<file path="src/rtl/ota_stim_pkg.sv">
// rtl/ota_stim_pkg.sv - shared types and default constants for the OTA stimulus engine
package ota_stim_pkg;

  typedef enum logic [1:0] {
    IDLE    = 2'd0,
    SETTLE  = 2'd1,
    MEASURE = 2'd2,
    DONE    = 2'd3
  } state_t;

  localparam int unsigned SETTLE_CYC_DEF = 64;
  localparam int unsigned WIN_LOG2_DEF   = 8;
  localparam int unsigned CODE_W_DEF     = 8;

endpackage

</file>
<file path="src/rtl/ota_sd_mod.sv">
// rtl/ota_sd_mod.sv - first-order sigma-delta modulator with registered differential outputs
module ota_sd_mod #(
  parameter int unsigned CODE_W = 8
) (
  input  logic              clk,
  input  logic              rst_n,
  input  logic              en,
  input  logic [CODE_W-1:0] code,
  output logic              sd_p,
  output logic              sd_n
);

  logic [CODE_W-1:0] r_acc;
  logic              r_sd_p;
  logic              r_sd_n;
  logic [CODE_W:0]   w_sum;

  assign w_sum = {1'b0, r_acc} + {1'b0, code};

  // Accumulate the code each cycle; the carry out is the bitstream, both polarities
  // registered together. Disabled means cleared accumulator and both outputs low.
  always_ff @(posedge clk or negedge rst_n) begin
    if (!rst_n) begin
      r_acc  <= '0;
      r_sd_p <= 1'b0;
      r_sd_n <= 1'b0;
    end else if (en) begin
      r_acc  <= w_sum[CODE_W-1:0];
      r_sd_p <= w_sum[CODE_W];
      r_sd_n <= ~w_sum[CODE_W];
    end else begin
      r_acc  <= '0;
      r_sd_p <= 1'b0;
      r_sd_n <= 1'b0;
    end
  end

  assign sd_p = r_sd_p;
  assign sd_n = r_sd_n;

endmodule

</file>
<file path="src/rtl/ota_sd_stim.sv">
// rtl/ota_sd_stim.sv - sigma-delta stimulus generator with settle+measure high-cycle counter
module ota_sd_stim
  import ota_stim_pkg::*;
#(
  parameter int unsigned SETTLE_CYC = SETTLE_CYC_DEF,
  parameter int unsigned WIN_LOG2   = WIN_LOG2_DEF,
  parameter int unsigned CODE_W     = CODE_W_DEF
) (
  input  logic                clk,
  input  logic                rst_n,
  input  logic                mod_en_i,
  input  logic [CODE_W-1:0]   code_i,
  input  logic                load_i,
  input  logic                start_i,
  input  logic                meas_i,
  output logic                sd_p_o,
  output logic                sd_n_o,
  output logic                busy_o,
  output logic [WIN_LOG2:0]   result_o,
  output logic                result_valid_o
);

  localparam logic [15:0] SETTLE_LAST = 16'(SETTLE_CYC - 1);

  state_t              r_state;
  state_t              w_state_nxt;
  logic [CODE_W-1:0]   r_code;
  logic [1:0]          r_sync;
  logic [15:0]         r_settle_cnt;
  logic [WIN_LOG2-1:0] r_win_cnt;
  logic [WIN_LOG2:0]   r_hi_cnt;
  logic [WIN_LOG2:0]   w_hi_nxt;
  logic [WIN_LOG2:0]   r_result;
  logic                r_result_valid;
  logic                w_busy;
  logic                w_settle_last;
  logic                w_win_last;
  logic                w_meas_s;

  assign w_meas_s      = r_sync[1];
  assign w_settle_last = (r_settle_cnt == SETTLE_LAST);
  assign w_win_last    = &r_win_cnt;
  assign w_hi_nxt      = r_hi_cnt + {{WIN_LOG2{1'b0}}, w_meas_s};

  ota_sd_mod #(
    .CODE_W (CODE_W)
  ) u_mod (
    .clk   (clk),
    .rst_n (rst_n),
    .en    (mod_en_i),
    .code  (r_code),
    .sd_p  (sd_p_o),
    .sd_n  (sd_n_o)
  );

  // Two-flop synchroniser for the asynchronous comparator output.
  always_ff @(posedge clk or negedge rst_n) begin
    if (!rst_n) begin
      r_sync <= '0;
    end else begin
      r_sync <= {r_sync[0], meas_i};
    end
  end

  // Code register; frozen while a run is settling or measuring.
  always_ff @(posedge clk or negedge rst_n) begin
    if (!rst_n) begin
      r_code <= '0;
    end else if (load_i && !w_busy) begin
      r_code <= code_i;
    end
  end

  // FSM state register.
  always_ff @(posedge clk or negedge rst_n) begin
    if (!rst_n) begin
      r_state <= IDLE;
    end else begin
      r_state <= w_state_nxt;
    end
  end

  // FSM next state; start is only honoured from IDLE, so it is dropped in DONE.
  always_comb begin
    w_state_nxt = r_state;
    case (r_state)
      IDLE:    if (start_i)       w_state_nxt = SETTLE;
      SETTLE:  if (w_settle_last) w_state_nxt = MEASURE;
      MEASURE: if (w_win_last)    w_state_nxt = DONE;
      DONE:                       w_state_nxt = IDLE;
      default:                    w_state_nxt = IDLE;
    endcase
  end

  // FSM outputs; DONE is deliberately not busy so a load can land there.
  always_comb begin
    w_busy = 1'b0;
    case (r_state)
      SETTLE, MEASURE: w_busy = 1'b1;
      default:         w_busy = 1'b0;
    endcase
  end

  // Settle, window and high-cycle counters.
  always_ff @(posedge clk or negedge rst_n) begin
    if (!rst_n) begin
      r_settle_cnt <= '0;
      r_win_cnt    <= '0;
      r_hi_cnt     <= '0;
    end else begin
      case (r_state)
        IDLE: begin
          if (start_i) r_settle_cnt <= '0;
        end
        SETTLE: begin
          if (w_settle_last) begin
            r_win_cnt <= '0;
            r_hi_cnt  <= '0;
          end else begin
            r_settle_cnt <= r_settle_cnt + 16'd1;
          end
        end
        MEASURE: begin
          r_win_cnt <= r_win_cnt + 1'b1;
          r_hi_cnt  <= w_hi_nxt;
        end
        default: ;
      endcase
    end
  end

  // Result capture on the last measure edge so result and valid appear together in DONE.
  always_ff @(posedge clk or negedge rst_n) begin
    if (!rst_n) begin
      r_result       <= '0;
      r_result_valid <= 1'b0;
    end else if (r_state == MEASURE && w_win_last) begin
      r_result       <= w_hi_nxt;
      r_result_valid <= 1'b1;
    end else begin
      r_result_valid <= 1'b0;
    end
  end

  assign busy_o         = w_busy;
  assign result_o       = r_result;
  assign result_valid_o = r_result_valid;

endmodule

</file>
<file path="config.mk">
export PLATFORM = sky130hd
export DESIGN_NAME = ota_sd_stim
export DESIGN_NICKNAME = d
export VERILOG_FILES = /design/src/rtl/ota_stim_pkg.sv /design/src/rtl/ota_sd_mod.sv /design/src/rtl/ota_sd_stim.sv
export SDC_FILE = /design/constraint.sdc
export NUM_CORES = 1
export LEC_CHECK = 0
export CAP_MARGIN = 20
export CORE_AREA = 2 2 82 84
export DETAILED_ROUTE_END_ITERATION = 8
export DIE_AREA = 0 0 84 86
export GPL_ROUTABILITY_DRIVEN = 0
export PLACE_DENSITY = 0.88
export REMOVE_ABC_BUFFERS = 1
export SYNTH_ARGS = -nofsm -noshare
export SYNTH_HDL_FRONTEND = slang
export SYNTH_SLANG_ARGS = --single-unit
</file>
<file path="constraint.sdc">
create_clock -name clk -period 2.4 [get_ports clk]
set_clock_uncertainty 0.1 [all_clocks]
set_input_delay 0.6 -clock clk [delete_from_list [all_inputs] [get_ports clk]]
set_output_delay 0.6 -clock clk [all_outputs]
set_load 0.02 [all_outputs]
</file>
# Word-level counts from Yosys, hierarchy flattened
# Index checks and enable logic that the tools add are counted.
# totals
out_inout_bits	13
word_cells	51
in_bits	14
reg_bits	65
# op_classes
muxes	16
bitwise_logic	1
n_addsub	4
n_eq_ne	8
n_reduce_logical	11
# op_table
cell	n
16-bit 2-to-1 mux	2
16-bit one-hot mux with 2 select lines	1
9-bit one-hot mux with 2 select lines	1
16-bit by 1-bit adder with 16-bit output, second input constant	1
16-bit by 6-bit == test with 1-bit output, second input constant	1
8-bit 2-to-1 mux	2
8-bit one-hot mux with 2 select lines	1
8-bit by 8-bit adder with 9-bit output	1
9-bit by 1-bit adder with 9-bit output	1
9-bit 2-to-1 mux	1
8-bit by 1-bit adder with 8-bit output, second input constant	1
2-bit inequality test, second input constant	4
2-bit one-hot mux with 4 select lines	1
8-bit AND reduction	1
2-bit 2-to-1 mux	3
3-bit AND reduction	2
2-bit == test, second input constant	2
1-bit 2-to-1 mux	4
2-bit nonzero test	2
2-bit by 1-bit == test with 1-bit output, second input constant	1
1-bit logical AND	2
2-bit zero test	1
2-bit AND reduction	1
2-bit OR reduction	1
other kinds (2)	2

# Longest topological paths before layout
# depth
ltp_word	5
ltp_mapped	9
depth_no_buf	6

# Hierarchy
# From an unflattened synthesis, not the netlist that was laid out.
# hier_totals
hier_cells	348
area_unflattened_um2	3609.7
# modules_own_cells
module	instances	seq_area_each_um2	area_each_um2	cells_per_inst
ota_sd_stim	1	1376.3	2939.1	288
ota_sd_mod	1	250.2	670.6	60

# Worst setup path before layout
# Ideal clock, no wire load.
# synth_path
path_kind	flip-flop to flip-flop
from	register r_state[1]
to	register r_settle_cnt[15]
path_slack_ns	0.376
period_less_slack_ns	2.024
n_path_buf	1
stages_incl_launch_ff	8
setup_ns	0.101
arrival_ns	1.823
required_time_ns	2.199
path_cell_list	dfrtp_1 inv_1 ha_1 nor4bb_1 and4_1 buf_6 or4_4 o311ai_2
# synth_between
elab_chain_cells	3
elab_cells_between_ends	7
cone_classes	eq/ne: 3; mux: 1; reduce/logical: 3
# synth_rtl
item	line_no	source
from (decl)	ota_sd_stim.sv:25	state_t r_state;
from (signal assigned)	ota_sd_stim.sv:79	r_state <= w_state_nxt;
2-bit by 1-bit == test with 1-bit output / 2-bit zero test (equally long branches)	ota_sd_stim.sv:111	case (r_state)
2-bit inequality test (no line) / 2-bit nonzero test (equally long branches)	--	
3-bit AND reduction (no line)	--	
to (signal assigned)	ota_sd_stim.sv:120	r_settle_cnt <= r_settle_cnt + 16'd1;
to (decl)	ota_sd_stim.sv:29	logic [15:0] r_settle_cnt;
# Parallel ways exist; a longest one is shown, timed or not.
# A chain may end at the register's enable or synchronous reset.

# Worst setup path after layout
# layout_path
from	register r_code[0]
to	register u_mod.r_sd_p, in the netlist u_mod.sd_p
# layout_between
elab_chain_cells	2
# layout_rtl
item	line_no	source
from (decl)	ota_sd_stim.sv:27	logic [CODE_W-1:0] r_code;
from (signal assigned)	ota_sd_stim.sv:70	r_code <= code_i;
8-bit by 8-bit adder with 9-bit output	ota_sd_mod.sv:18	assign w_sum = {1'b0, r_acc} + {1'b0, code};
1-bit 2-to-1 mux	ota_sd_mod.sv:27	end else if (en) begin
to (signal assigned)	ota_sd_mod.sv:29	r_sd_p <= w_sum[CODE_W];
to (decl)	ota_sd_mod.sv:14	logic r_sd_p;
# Every way passes these cells.

==> insert_results.sql <==
INSERT INTO impl_metrics (metric_group, metric, value, unit) VALUES
('synth', 'synth_top_flop_cell', 'sky130_fd_sc_hd__dfrtp_1', ''),
('power', 'cellLeakagePower', '1.84', 'nW'),
('power', 'netSwitchingPower', '1.79', 'mW'),
('global_route', 'grt_antenna_before_repair', '0', ''),
('timing', 'grt_setup_unrepaired', 'false', ''),
('die', 'boundaryPins', '27', ''),
('timing', 'setup-violations-final', '0', ''),
('power', 'powerDensity', '1110', 'nW/µm²'),
('clocking', 'tritoncts_clock_tree', 'built', ''),
('die', 'floorplan.die_area', '7220', 'µm²'),
('clocking', 'clockRootBuffer', 'sky130_fd_sc_hd__clkbuf_8', ''),
('clocking', 'cts_max_path_buffers', '2', ''),
('clocking', 'clk_pin_slew_worst_paths', '0.08', 'ns'),
('critical_path', 'crit_slowest_cell', 'sky130_fd_sc_hd__fa_1', ''),
('critical_path', 'cp.buffers_inverters', '0', ''),
('critical_path', 'slowest_delay', '0.41', 'ns'),
('synth', 'netlist_instances', '339', ''),
('power', 'ir_worst_vdd', '0.794', 'mV'),
('timing', 'layout_min_cycle_time', '2.21', 'ns'),
('clocking', 'postCtsSetupBuffers', '0', ''),
('power', 'switching_share', '39.0', '%'),
('layout', 'layout.area.seq', '1630', 'µm²'),
('place', 'hpwl_detailed', '5.16', 'mm'),
('routing', 'drt-initial-drc-count', '208', ''),
('power', 'total_power', '4.58', 'mW'),
('critical_path', 'crit_path_required_time', '2.52', 'ns'),
('critical_path', 'timing.critical_path.cells', 'ha_1 > fa_1 > a21oi_1 > o21ai_0 > o31ai_2 > a21oi_1', ''),
('die', 'core', '6280', 'µm²'),
('routing', 'drtAntennaViolNets', '0', ''),
('die', 'die_w', '84', 'µm'),
('timing', 'final_hold_viol_count', '0', ''),
('synth', 'synth.avg_cell_area', '10.4', 'µm²'),
('timing', 'fmax', '453', 'MHz'),
('layout', 'nFillCells', '467', ''),
('routing', 'num_vias', '2886', ''),
('routing', 'drc', '0', ''),
('status', 'status', 'completed', ''),
('synth', 'synth.yosys.seq_area_share', '46.1', '%'),
('die', 'die_height', '86', 'µm'),
('routing', 'vias_per_cell', '6.30', ''),
('layout', 'layout_commonest_cell', 'sky130_fd_sc_hd__dfrtp_1', ''),
('min_path', 'hold_class', 'input port to asynchronous set/reset pin', ''),
('critical_path', 'end_kind', 'register', ''),
('timing', 'worst_pin_slew', '0.508', 'ns'),
('clocking', 'worstSkewPairLatency', '0.36', 'ns'),
('layout', 'multi_input_comb_area', '1770', 'µm²'),
('layout', 'layout-drive-gt1-share', '14.4', '%'),
('layout', 'finalInstanceArea', '4150', 'µm²'),
('critical_path', 'critical_path_class', 'register to register', ''),
('global_route', 'number_of_global_route_vias_before_repair', '2930', ''),
('global_route', 'grtUsageTotal', '23.6', '%'),
('place', 'detailed_place.area', '3930', 'µm²'),
('timing', 'post-route-period-util', '92.1', '%'),
('synth', 'post_synth_instance_area', '3530', 'µm²'),
('power', 'internal_power', '2.80', 'mW'),
('routing', 'wl_per_cell', '17.0', 'µm'),
('die', 'initial_utilization', '56.2', '%'),
('layout', 'final_util', '66.1', '%'),
('flow_run', 'cap_viol_max_count', '0', ''),
('layout', 'antenna_diode_count', '0', ''),
('critical_path', 'cp_top_family', 'compound AO/OA/AOI/OAI gates', ''),
('synth', 'synth_cell_type_count', '61', ''),
('timing', 'report.final.slew_viol_count', '0', ''),
('global_route', 'global_route.overflow_total', '0', ''),
('routing', 'totalWireLength', '7.77', 'mm'),
('global_route', 'grt_first_pass_wirelength', '13.7', 'mm'),
('critical_path', 'critPathArrivalTime', '2.33', 'ns'),
('clocking', 'tritoncts.num_buffers', '9', ''),
('global_route', 'grt_max_degree', '66', ''),
('clocking', 'cts.sinks', '65', ''),
('layout', 'layout.cells.most_common_list', 'sky130_fd_sc_hd__dfrtp_1 (65), sky130_fd_sc_hd__nand2_1 (26), sky130_fd_sc_hd__clkdlybuf4s50_1 (24)', '');
==> final cells by class <==
cell class | count | share of cell area, %
clock inverters | 5 | 1.51
clock buffers | 11 | 3.65
multi-input cells | 245 | 42.7
flip-flops and latches | 65 | 39.2
repair buffers | 43 | 9.51
well taps | 77 | 2.32
inverters | 12 | 1.09
==> power by group through the flow <==
stage | sequential, mW | combinational, mW | clock [mW]
floorplan | 1.53 | 1.36 | 0
global placement | 1.54 | 1.86 | 0
detailed placement | 1.56 | 1.96 | 0
CTS | 1.55 | 2.01 | 1.00
global route | 1.58 | 2.24 | 1.05
finish | 1.56 | 2.04 | 0.987
==> what timing repair did <==
item / 4_1_cts / 5_1_grt
endpoints found under the hold margin: 0 / 0
endpoints found under the setup margin: 1 / 2
resized for setup: 1 / 1
==> cells in the mapped netlist (2+ instances only) <==
master / n / share of area [%]
sky130_fd_sc_hd__a211o_1: 3 / 0.74
sky130_fd_sc_hd__a211oi_1: 4 / 0.85
sky130_fd_sc_hd__a21o_1: 6 / 1.3
sky130_fd_sc_hd__a21oi_1: 9 / 1.3
sky130_fd_sc_hd__a22o_1: 6 / 1.5
sky130_fd_sc_hd__a31oi_1: 3 / 0.53
sky130_fd_sc_hd__a41oi_1: 5 / 1.2
sky130_fd_sc_hd__and2_1: 8 / 1.4
sky130_fd_sc_hd__and3_1: 4 / 0.71
sky130_fd_sc_hd__and4_1: 6 / 1.5
sky130_fd_sc_hd__buf_2: 5 / 0.71
sky130_fd_sc_hd__buf_4: 2 / 0.43
sky130_fd_sc_hd__buf_6: 2 / 0.64
sky130_fd_sc_hd__clkbuf_1: 8 / 0.85
sky130_fd_sc_hd__dfrtp_1: 65 / 46
sky130_fd_sc_hd__ha_1: 16 / 5.7
sky130_fd_sc_hd__inv_1: 11 / 1.2
sky130_fd_sc_hd__mux2_2: 11 / 3.5
sky130_fd_sc_hd__mux2i_1: 2 / 0.57
sky130_fd_sc_hd__nand2_1: 26 / 2.8
sky130_fd_sc_hd__nand2b_1: 5 / 0.89
sky130_fd_sc_hd__nand3_1: 9 / 1.3
sky130_fd_sc_hd__nand4_1: 6 / 1.1
sky130_fd_sc_hd__nor2_1: 12 / 1.3
sky130_fd_sc_hd__nor2b_1: 3 / 0.53
sky130_fd_sc_hd__nor3_1: 3 / 0.43
sky130_fd_sc_hd__nor4_1: 4 / 0.71
sky130_fd_sc_hd__o211ai_1: 3 / 0.64
sky130_fd_sc_hd__o21a_1: 4 / 0.85
sky130_fd_sc_hd__o21ai_0: 23 / 3.3
sky130_fd_sc_hd__o21ai_1: 6 / 0.85
sky130_fd_sc_hd__o31ai_1: 19 / 4.0
sky130_fd_sc_hd__o41ai_1: 3 / 0.74
sky130_fd_sc_hd__or3_1: 3 / 0.53
sky130_fd_sc_hd__xnor2_1: 4 / 0.99
sky130_fd_sc_hd__xor2_1: 5 / 1.2
==> stage by stage <==
| step | worst slack [ns] | cells | TNS (ns) | hold WS (ns) |
|---|---|---|---|---|
| after floorplan | -0.197 | 322 | -0.400 | 0.204 |
| after detailed placement | 0.0669 | 442 | 0 | 0.237 |
| after global routing | 0.0823 | 458 | 0 | 0.179 |
| after CTS | 0.102 | 458 | 0 | 0.160 |
| final | 0.190 | 458 | 0 | 0.147 |
| after global placement | 0.134 | 442 | 0 | 0.239 |
==> registers in the layout, indices dropped and copies added (netlist names) <==
register        flops
result_o            9
u_mod.r_acc         8
r_state             2
u_mod.sd_p          1
r_code              8
r_sync              2
r_win_cnt           8
r_hi_cnt            9
result_valid_o      1
r_settle_cnt       16
u_mod.sd_n          1
==> routing by layer <==
metal  global-route usage [%]  share of wire [%]  vias up
met2                     40.4                 51       90
li1                         -                  -     1355
met4                     10.9                2.4        0
met3                     4.23                4.6       21
met5                        0                  0        -
met1                     29.4                 42     1420
==> worst paths after layout <==
kind	startpoint	end	slack (ns)	cells after the start
setup reg to reg	r_code[0]$_DFFE_PN0P_	u_mod.sd_p$_DFF_PN0_	0.19	6
hold reg to reg	r_sync[0]$_DFF_PN0_	r_sync[1]$_DFF_PN0_	0.25	0
setup / recovery	r_code[0]$_DFFE_PN0P_	u_mod.sd_p$_DFF_PN0_	0.19	6
min in group clk	r_sync[0]$_DFF_PN0_	r_sync[1]$_DFF_PN0_	0.25	0
max in group asynchronous	rst_n	r_settle_cnt[2]$_DFFE_PN0P_	1.77	2
hold / removal	rst_n	result_o[0]$_DFFE_PN0P_	0.15	2
==> cell families after synthesis <==
group                      after synthesis  synth area share (%)
AOI/OAI and AO/OA                      107                  21.6
xor gates and xnor gates                 9                  2.23
adders and majority gates               17                  6.24
buffers and inverters                   29                  3.90
DFF                                     65                  46.1
muxes                                   14                  4.40
and+or+nand+nor                         98                  15.6
(Power assumes the default switching activity.)
